===== src/rtl/dev_keypad.sv =====
// dev_keypad: 4x4 active-low matrix keypad scanner with whole-scan debounce
// and a valid/ack holding stage for key codes.
//
// Ports:
//   clk        system clock
//   rst_n      synchronous reset, active-low
//   row_pins   row drive, active-low, one row low at a time (registered)
//   col_pins   column sense, active-low, asynchronous
//   key_valid  a key code is pending
//   key_code   pending code = row*4 + col
//   key_ack    consumer pops the pending code
//   key_down   debounced "some key held"
//   overflow   sticky, a press event was dropped
//
// Build option: define KEYPAD_FIFO_EN to replace the single holding register
// with a FIFO_DEPTH-entry queue (FIFO_DEPTH must be a power of two >= 2).
module dev_keypad #(
  parameter int unsigned SCAN_DIV       = 3000,
  parameter int unsigned DEBOUNCE_SCANS = 8,
  parameter int unsigned FIFO_DEPTH     = 4
) (
  input  logic       clk,
  input  logic       rst_n,
  output logic [3:0] row_pins,
  input  logic [3:0] col_pins,
  output logic       key_valid,
  output logic [3:0] key_code,
  input  logic       key_ack,
  output logic       key_down,
  output logic       overflow
);

  localparam int unsigned SLOT_W = $clog2(SCAN_DIV);
  localparam int unsigned CNT_W  = $clog2(DEBOUNCE_SCANS + 1);

  if (SCAN_DIV < 4 || DEBOUNCE_SCANS < 1 || FIFO_DEPTH < 2) begin : g_param_check
    $error("dev_keypad: illegal parameter value");
  end

  logic [3:0]        col_meta, col_sync;
  logic [SLOT_W-1:0] slot;
  logic [1:0]        row;
  logic              acc_pressed;
  logic [3:0]        acc_code;
  logic              prev_pressed;
  logic [3:0]        prev_code;
  logic [CNT_W-1:0]  stable_cnt;
  logic [3:0]        deb_code;

  logic              slot_end, scan_end, same, reach, press_event;
  logic [3:0]        col_low;
  logic              row_hit;
  logic [1:0]        low_col;
  logic              cand_pressed;
  logic [3:0]        cand_code;
  logic [CNT_W-1:0]  next_cnt;

  // Merge this row's sample into the running scan candidate and evaluate debounce.
  always_comb begin
    slot_end     = (slot == SLOT_W'(SCAN_DIV - 1));
    scan_end     = slot_end && (row == 2'd3);
    col_low      = ~col_sync;
    row_hit      = |col_low;
    low_col      = 2'd0;
    cand_pressed = acc_pressed;
    cand_code    = acc_code;
    for (int c = 3; c >= 0; c--) begin
      if (col_low[c]) low_col = 2'(c);
    end
    // Row 0 starts a fresh scan; later rows only fill in if nothing lower was seen.
    if (row == 2'd0 || !acc_pressed) begin
      cand_pressed = row_hit;
      cand_code    = row_hit ? {row, low_col} : 4'd0;
    end
    same = ({cand_pressed, cand_code} == {prev_pressed, prev_code});
    if (!same) begin
      next_cnt = CNT_W'(1);
    end else if (stable_cnt == CNT_W'(DEBOUNCE_SCANS)) begin
      next_cnt = stable_cnt;
    end else begin
      next_cnt = stable_cnt + CNT_W'(1);
    end
    // Only the scan on which the count arrives at the threshold updates the debounced state.
    reach       = scan_end && (next_cnt == CNT_W'(DEBOUNCE_SCANS)) &&
                  (!same || (stable_cnt != CNT_W'(DEBOUNCE_SCANS)));
    press_event = reach && cand_pressed && (!key_down || (deb_code != cand_code));
  end

  // Synchronizer, row scanning and debounce state.
  always_ff @(posedge clk) begin
    if (!rst_n) begin
      col_meta     <= 4'hF;
      col_sync     <= 4'hF;
      slot         <= '0;
      row          <= 2'd0;
      row_pins     <= 4'b1110;
      acc_pressed  <= 1'b0;
      acc_code     <= 4'd0;
      prev_pressed <= 1'b0;
      prev_code    <= 4'd0;
      stable_cnt   <= '0;
      key_down     <= 1'b0;
      deb_code     <= 4'd0;
    end else begin
      col_meta <= col_pins;
      col_sync <= col_meta;
      if (slot_end) begin
        slot        <= '0;
        row         <= row + 2'd1;
        row_pins    <= ~(4'b0001 << (row + 2'd1));
        acc_pressed <= cand_pressed;
        acc_code    <= cand_code;
        if (scan_end) begin
          prev_pressed <= cand_pressed;
          prev_code    <= cand_code;
          stable_cnt   <= next_cnt;
          if (reach) begin
            key_down <= cand_pressed;
            deb_code <= cand_code;
          end
        end
      end else begin
        slot <= slot + SLOT_W'(1);
      end
    end
  end

`ifdef KEYPAD_FIFO_EN
  localparam int unsigned PTR_W = $clog2(FIFO_DEPTH);

  logic [3:0]       mem [FIFO_DEPTH];
  logic [PTR_W-1:0] rd_ptr, wr_ptr, rd_n;
  logic [PTR_W:0]   count, count_n;
  logic             pop, push, drop;
  logic [3:0]       head_n;

  // Queue bookkeeping; a push into a full queue is allowed only alongside a pop.
  always_comb begin
    pop     = key_ack && (count != '0);
    push    = press_event && ((count != (PTR_W+1)'(FIFO_DEPTH)) || pop);
    drop    = press_event && !push;
    count_n = count + (PTR_W+1)'(push) - (PTR_W+1)'(pop);
    rd_n    = rd_ptr + PTR_W'(pop);
    // A lone entry written this cycle is not yet in mem, so forward it.
    head_n  = (push && (count_n == (PTR_W+1)'(1))) ? cand_code : mem[rd_n];
  end

  // Queue storage.
  always_ff @(posedge clk) begin
    if (push) mem[wr_ptr] <= cand_code;
  end

  // Queue pointers and registered head/status outputs.
  always_ff @(posedge clk) begin
    if (!rst_n) begin
      rd_ptr    <= '0;
      wr_ptr    <= '0;
      count     <= '0;
      key_valid <= 1'b0;
      key_code  <= 4'd0;
      overflow  <= 1'b0;
    end else begin
      rd_ptr    <= rd_n;
      count     <= count_n;
      key_valid <= (count_n != '0);
      if (push) wr_ptr <= wr_ptr + PTR_W'(1);
      if (count_n != '0) key_code <= head_n;
      if (drop) begin
        overflow <= 1'b1;
      end else if (pop) begin
        overflow <= 1'b0;
      end
    end
  end
`else
  logic pop;

  always_comb begin
    pop = key_ack && key_valid;
  end

  // Single holding register; pop happens before load so ack+event keeps valid high.
  always_ff @(posedge clk) begin
    if (!rst_n) begin
      key_valid <= 1'b0;
      key_code  <= 4'd0;
      overflow  <= 1'b0;
    end else begin
      if (press_event && (!key_valid || pop)) begin
        key_valid <= 1'b1;
        key_code  <= cand_code;
      end else if (pop) begin
        key_valid <= 1'b0;
      end
      if (press_event && key_valid && !pop) begin
        overflow <= 1'b1;
      end else if (pop) begin
        overflow <= 1'b0;
      end
    end
  end
`endif

endmodule


===== config.mk =====
export PLATFORM = sky130hd
export DESIGN_NAME = dev_keypad
export DESIGN_NICKNAME = d
export VERILOG_FILES = /design/src/rtl/dev_keypad.sv
export SDC_FILE = /design/constraint.sdc
export NUM_CORES = 1
export LEC_CHECK = 0
export ABC_AREA = 0
export CAP_MARGIN = 20
export CORE_MARGIN = 5
export CORE_UTILIZATION = 50
export CTS_BUF_LIST = sky130_fd_sc_hd__clkbuf_16
export DETAILED_ROUTE_END_ITERATION = 16
export PLACE_DENSITY = 0.7
export SKIP_LAST_GASP = 1
export SYNTH_ARGS = -nofsm -noshare
export SYNTH_HDL_FRONTEND = slang
export SYNTH_SLANG_ARGS = --single-unit

===== constraint.sdc =====
create_clock -name clk -period 4.25 [get_ports clk]
set_clock_uncertainty 0.2 [all_clocks]
set_input_delay 0.85 -clock clk [delete_from_list [all_inputs] [get_ports clk]]
set_output_delay 0.85 -clock clk [all_outputs]
set_load 0.02 [all_outputs]

==> results.sh, run 1 <==
export IMPL_synthToLayoutAreaGrowth_pct=14.7
export IMPL_wl_um=4770
export IMPL_cp_arrival_ps=3470
export IMPL_synthDistinctLibCells=56
export IMPL_synth_edf_count=0
export IMPL_dr_total_vias=1934
export IMPL_netlist_instances=278
export IMPL_grt_pass1_wl_um=8270
export IMPL_hold_viol_final=0
export IMPL_cts_sinks=51
export IMPL_fin_area_sq_um=2820
export IMPL_antenna_left=0
export IMPL_clock_latency_ps=280
export IMPL_layout_min_cycle_time_ps=3450
export IMPL_p_leak_nw=1.01
export IMPL_fin_tns_setup_ps=0
export IMPL_antenna_cells=0
export IMPL_outcome="complete, no violations"
export IMPL_rows=25
export IMPL_drt_pass1_iterations=4
export IMPL_numPortBuffers=17
export IMPL_finalCritPeriodShare=0.811
export IMPL_die_h_um=80.2
export IMPL_core_area_sq_um=4750
export IMPL_grt_usage=0.163
export IMPL_start_util=0.518
export IMPL_root_buffer="clkbuf_16"
export IMPL_yosysWarnings=0
export IMPL_htree_levels=2
export IMPL_grt_ovfl_total=0
export IMPL_clock_path_buffers=2
export IMPL_cts_tree="yes"
export IMPL_die_area_sq_um=6430
export IMPL_stdcell_count=359
export IMPL_avgSynthCellArea_sq_um=8.85
export IMPL_viasPerCell=5.39
export IMPL_worstMarginPinSlew_ps=614
export IMPL_layout_commonest_cell="dfxtp_1"
export IMPL_post_place_cells=351
export IMPL_gp_congestion=0.870
export IMPL_cp_end_kind="register"
export IMPL_place_hpwl_um=3370
export IMPL_slew_viol_final=0
export IMPL_multiInputGateArea_sq_um=1310
export IMPL_detail_route_iter0_violations=78
export IMPL_synth_area_sq_um=2460
export IMPL_nNetsFinal=306
export IMPL_p_per_area_nw_per_um2=346
export IMPL_peakVddDrop_mv=0.249
export IMPL_first_global_vias=1840
export IMPL_final_cell_mix="51 x dfxtp_1, 33 x nor2_1, 24 x nand2_1"
export IMPL_setup_violations=0
export IMPL_drv_cap=0
export IMPL_dpl_cell_area_sq_um=2660
export IMPL_post_cts_buffers=0
export IMPL_ys_seq_elements=51
export IMPL_async_flop_share=0
export IMPL_cts_resized=0
export IMPL_min_path_type="reg2reg"
export IMPL_synth_nets=293
export IMPL_post_route_drc_count=0
export IMPL_relSlewSlack=0.587
export IMPL_dp_worst_setup_slack_ps=829
export IMPL_antenna_found_initial=0
export IMPL_synth_seq_area_share=0.415
export IMPL_seq_area_sq_um=1020
export IMPL_rsz0062_at_grt="no"
export IMPL_critPathKind="reg2reg"
export IMPL_critPathRequiredTime_ps=4270
export IMPL_holdWs_ps=207
export IMPL_drive_gt1_frac=0.0651
export IMPL_fmax_mhz=290
export IMPL_crit_fanout=19
export IMPL_pin_count=18
export IMPL_grt_max_degree=28
export IMPL_die_x_um=80.2
export IMPL_synth_flop_cell="dfxtp_1"
export IMPL_critPathLaunchType="register"
export IMPL_finalWorstSetupSlack_ps=802
export IMPL_clk_pin_slew_worst_paths_ps=60
export IMPL_cts_buffers=5
export IMPL_cts_hold_buf=0
export IMPL_n_fill_cell=424
export IMPL_routedWlPerCell_um=13.3
synth_stat cells (2+ instances only):
master    number  area (sq um)
or4_1          2          15.0
nand4_1        4          25.0
buf_2          2          10.0
nand2_1       24          90.1
and2_1         2          12.5
ha_1           8           100
nand3_1       11          55.1
nor3_1         2          10.0
o211ai_1       4          30.0
xor2_1         4          35.0
a21oi_1       14          70.1
or3_1          4          25.0
xnor2_1       11          96.3
clkbuf_1       8          30.0
dfxtp_1       51          1020
inv_1         12          45.0
nor2_1        33           124
a211oi_1      14           105
buf_6          3          33.8
nor2b_1        2          12.5
and3_1         4          25.0
and3b_1        2          17.5
nand2b_1      11          68.8
a221oi_1       2          17.5
o31ai_1        2          15.0
o41ai_1        5          43.8
o21ai_0        8          40.0
stage by stage:
step | utilization | power [mW]
CTS | 0.594 | 0.989
global placement | 0.559 | 0.549
global route | 0.594 | 1.02
finish | 0.594 | 0.976
floorplan | - | 0.537
detailed placement | 0.559 | 0.550
logic make-up after synthesis:
family | synth area share
AND/OR/NAND/NOR | 0.253
AO/OA/AOI/OAI | 0.183
flip-flops | 0.415
buffers and inverters | 0.0513
XOR/XNOR | 0.0534
adder cells (fa/ha/maj) | 0.0407
multiplexers | 0.00407
state kept, by name, indices dropped and copies added (netlist names):
register	count
key_down	1
key_valid	1
col_meta	4
row	2
prev_code	4
prev_pressed	1
key_code	4
deb_code	4
row_pins	4
slot	12
stable_cnt	4
overflow	1
col_sync	4
acc_pressed	1
acc_code	4
final timing paths:
path / slack [ps] / startpoint / to / cells past startpoint
worst max-delay path: 800 / row[0]$_SDFFE_PN0P_ / key_code[3]$_SDFFE_PN0P_ / 8
worst min-delay path: 210 / col_meta[0]$_SDFF_PN1_ / col_sync[0]$_SDFF_PN1_ / 1
worst max register to register: 800 / row[0]$_SDFFE_PN0P_ / key_code[3]$_SDFFE_PN0P_ / 8
worst min register to register: 210 / col_meta[0]$_SDFF_PN1_ / col_sync[0]$_SDFF_PN1_ / 1
critical path, cell delays in order, from the launching register on:
cell and delay, ps:
dfxtp_1 470, inv_1 130, ha_1 260, and2b_1 470, a211o_1 210, a211oi_1 80
or4_1 760, or4b_4 650, a21oi_1 160
per-layer routing:
metal | track usage | part of all wire | vias to the layer above
met4 | 0.0439 | 0.0080 | 0
met3 | 0.0538 | 0.039 | 4
met2 | 0.253 | 0.45 | 27
met5 | 0 | 0 | -
met1 | 0.216 | 0.50 | 885
li1 | - | - | 1018
cell type report:
type | count | share of cell area
clock inverter | 3 | 0.0137
inverter | 13 | 0.0173
clock buffer | 5 | 0.0443
multi-input combinational | 200 | 0.465
tap | 67 | 0.0297
timing repair buffer | 20 | 0.0682
sequential | 51 | 0.362
where the power goes:
part / internal (mW) / total (mW) / switching, mW
sequential: 0.484 / 0.489 / 0.00480
clock: 0.274 / 0.437 / 0.162
combinational: 0.0198 / 0.0507 / 0.0309
total: 0.778 / 0.976 / 0.198
(Power assumes the default switching activity.)
==> run 2: changes to the inputs <==
Clock period 4.25 ns to 3.5 ns, I/O delays scaled along.
==> run 2 against run 1 <==
Against the previous run:
- register-to-register slack worse by 420 ps
- highest routed layer unchanged
- clock power up 8.5%
- clock-buffer cell count unchanged
- first-iteration DRC count up 120%
==> results.sh, run 2 (synthesis results as in run 1) <==
export IMPL_worstMarginPinSlew_ps=639
export IMPL_die_area_sq_um=6430
export IMPL_die_x_um=80.2
export IMPL_dr_total_vias=1961
export IMPL_wl_um=4800
export IMPL_first_global_vias=1779
export IMPL_viasPerCell=5.42
export IMPL_htree_levels=2
export IMPL_drt_pass1_iterations=4
export IMPL_slew_viol_final=0
export IMPL_rsz0062_at_grt="no"
export IMPL_pin_count=18
export IMPL_drv_cap=0
export IMPL_top_register="slot"
export IMPL_cp_slowest_stage_delay_ps=580
export IMPL_cts_sinks=51
export IMPL_post_route_drc_count=0
export IMPL_critPathRequiredTime_ps=3520
export IMPL_root_buffer="clkbuf_16"
export IMPL_grt_usage=0.162
export IMPL_outcome="complete, no violations"
export IMPL_core_area_sq_um=4750
export IMPL_post_cts_buffers=0
export IMPL_nNetsFinal=309
export IMPL_path_cells="inv_1 > ha_1 > and2b_1 > a211o_1 > a211oi_1 > or4_1 > or4b_4 > a21oi_1"
export IMPL_routedWlPerCell_um=13.3
export IMPL_critPathBufInv=1
export IMPL_rows=25
export IMPL_cts_resized=0
export IMPL_clock_latency_ps=290
export IMPL_hold_viol_final=0
export IMPL_fmax_mhz=320
export IMPL_cts_tree="yes"
export IMPL_detail_route_iter0_violations=171
export IMPL_peakVddDrop_mv=0.294
export IMPL_synthToLayoutAreaGrowth_pct=14.9
export IMPL_power_mw=1.13
export IMPL_cp_end_kind="register"
export IMPL_grt_pass1_wl_um=8220
export IMPL_antenna_left=0
export IMPL_layout_commonest_cell="dfxtp_1"
export IMPL_place_hpwl_um=3370
export IMPL_crit_family="simple AND/OR/NAND/NOR gates"
export IMPL_relSlewSlack=0.570
export IMPL_min_path_type="reg2reg"
export IMPL_cp_arrival_ps=3140
export IMPL_clk_pin_slew_worst_paths_ps=60
export IMPL_layout_min_cycle_time_ps=3120
export IMPL_crit_slowest_cell="or4b_4"
export IMPL_drive_gt1_frac=0.0746
export IMPL_die_h_um=80.2
export IMPL_antenna_cells=0
export IMPL_setup_violations=0
export IMPL_largest_reg_flops=12
export IMPL_start_util=0.518
export IMPL_n_fill_cell=429
export IMPL_cts_buffers=5
export IMPL_grt_max_degree=28
export IMPL_clock_path_buffers=2
export IMPL_critPathKind="reg2reg"
export IMPL_critPathLaunchType="register"
export IMPL_numPortBuffers=17
export IMPL_cts_hold_buf=0
export IMPL_grt_ovfl_total=0
export IMPL_final_cell_mix="51 x dfxtp_1, 33 x nor2_1, 24 x nand2_1"
export IMPL_p_leak_nw=1.01
export IMPL_fin_tns_setup_ps=0
export IMPL_crit_fanout=15
export IMPL_gp_congestion=0.862
export IMPL_finalCritPeriodShare=0.892
export IMPL_p_per_area_nw_per_um2=401
export IMPL_antenna_found_initial=0
[run 2: cell type report]
class / count / area [sq um] / share of cell area
inverter: 13 / 48.8 / 0.0173
clock inverter: 3 / 20.0 / 0.00708
sequential: 51 / 1020 / 0.361
clock buffer: 5 / 125 / 0.0442
timing repair buffer: 23 / 215 / 0.0761
multi-input combinational: 200 / 1310 / 0.465
tap: 67 / 83.8 / 0.0296
[run 2: power breakdown]
part / switching (mW) / total (mW) / leakage (nW) / internal (mW)
registers: 0.00570 / 0.593 / 0.413 / 0.587
clock network: 0.210 / 0.474 / 0.0674 / 0.264
logic: 0.0391 / 0.0669 / 0.526 / 0.0277
total: 0.255 / 1.13 / 1.01 / 0.879
[run 2: through the flow]
| step | std cells | utilization | worst slack (ps) | area, sq um | hold WS [ps] |
|---|---|---|---|---|---|
| after floorplan | 278 | - | 630 | 2460 | 186 |
| after global placement | 354 | 0.564 | 484 | 2680 | 191 |
| after detailed placement | 354 | 0.564 | 404 | 2680 | 192 |
| after CTS | 362 | 0.595 | 389 | 2830 | 208 |
| after global routing | 362 | 0.595 | 188 | 2830 | 228 |
| final | 362 | 0.595 | 378 | 2830 | 207 |
[run 2: final timing paths]
check                         startpoint                       end  slack (ps)  cells past startpoint
setup / recovery     row[0]$_SDFFE_PN0P_  key_code[3]$_SDFFE_PN0P_         380                      8
hold / removal    col_meta[0]$_SDFF_PN1_    col_sync[0]$_SDFF_PN1_         210                      1
setup reg to reg     row[0]$_SDFFE_PN0P_  key_code[3]$_SDFFE_PN0P_         380                      8
hold reg to reg   col_meta[0]$_SDFF_PN1_    col_sync[0]$_SDFF_PN1_         210                      1
[run 2: per-layer routing]
layer	up-vias	GRT usage	wire length, um
li1	1028	-	-
met1	892	0.220	2420
met2	34	0.251	2120
met3	7	0.0404	222
met4	0	0.0507	42
met5	-	0	0
==> run 3: changes to the inputs <==
Settings changed: CAP_MARGIN 20 to default.
==> results of run 3 <==
Final layout, timing and power as in run 2 (identical DEF).
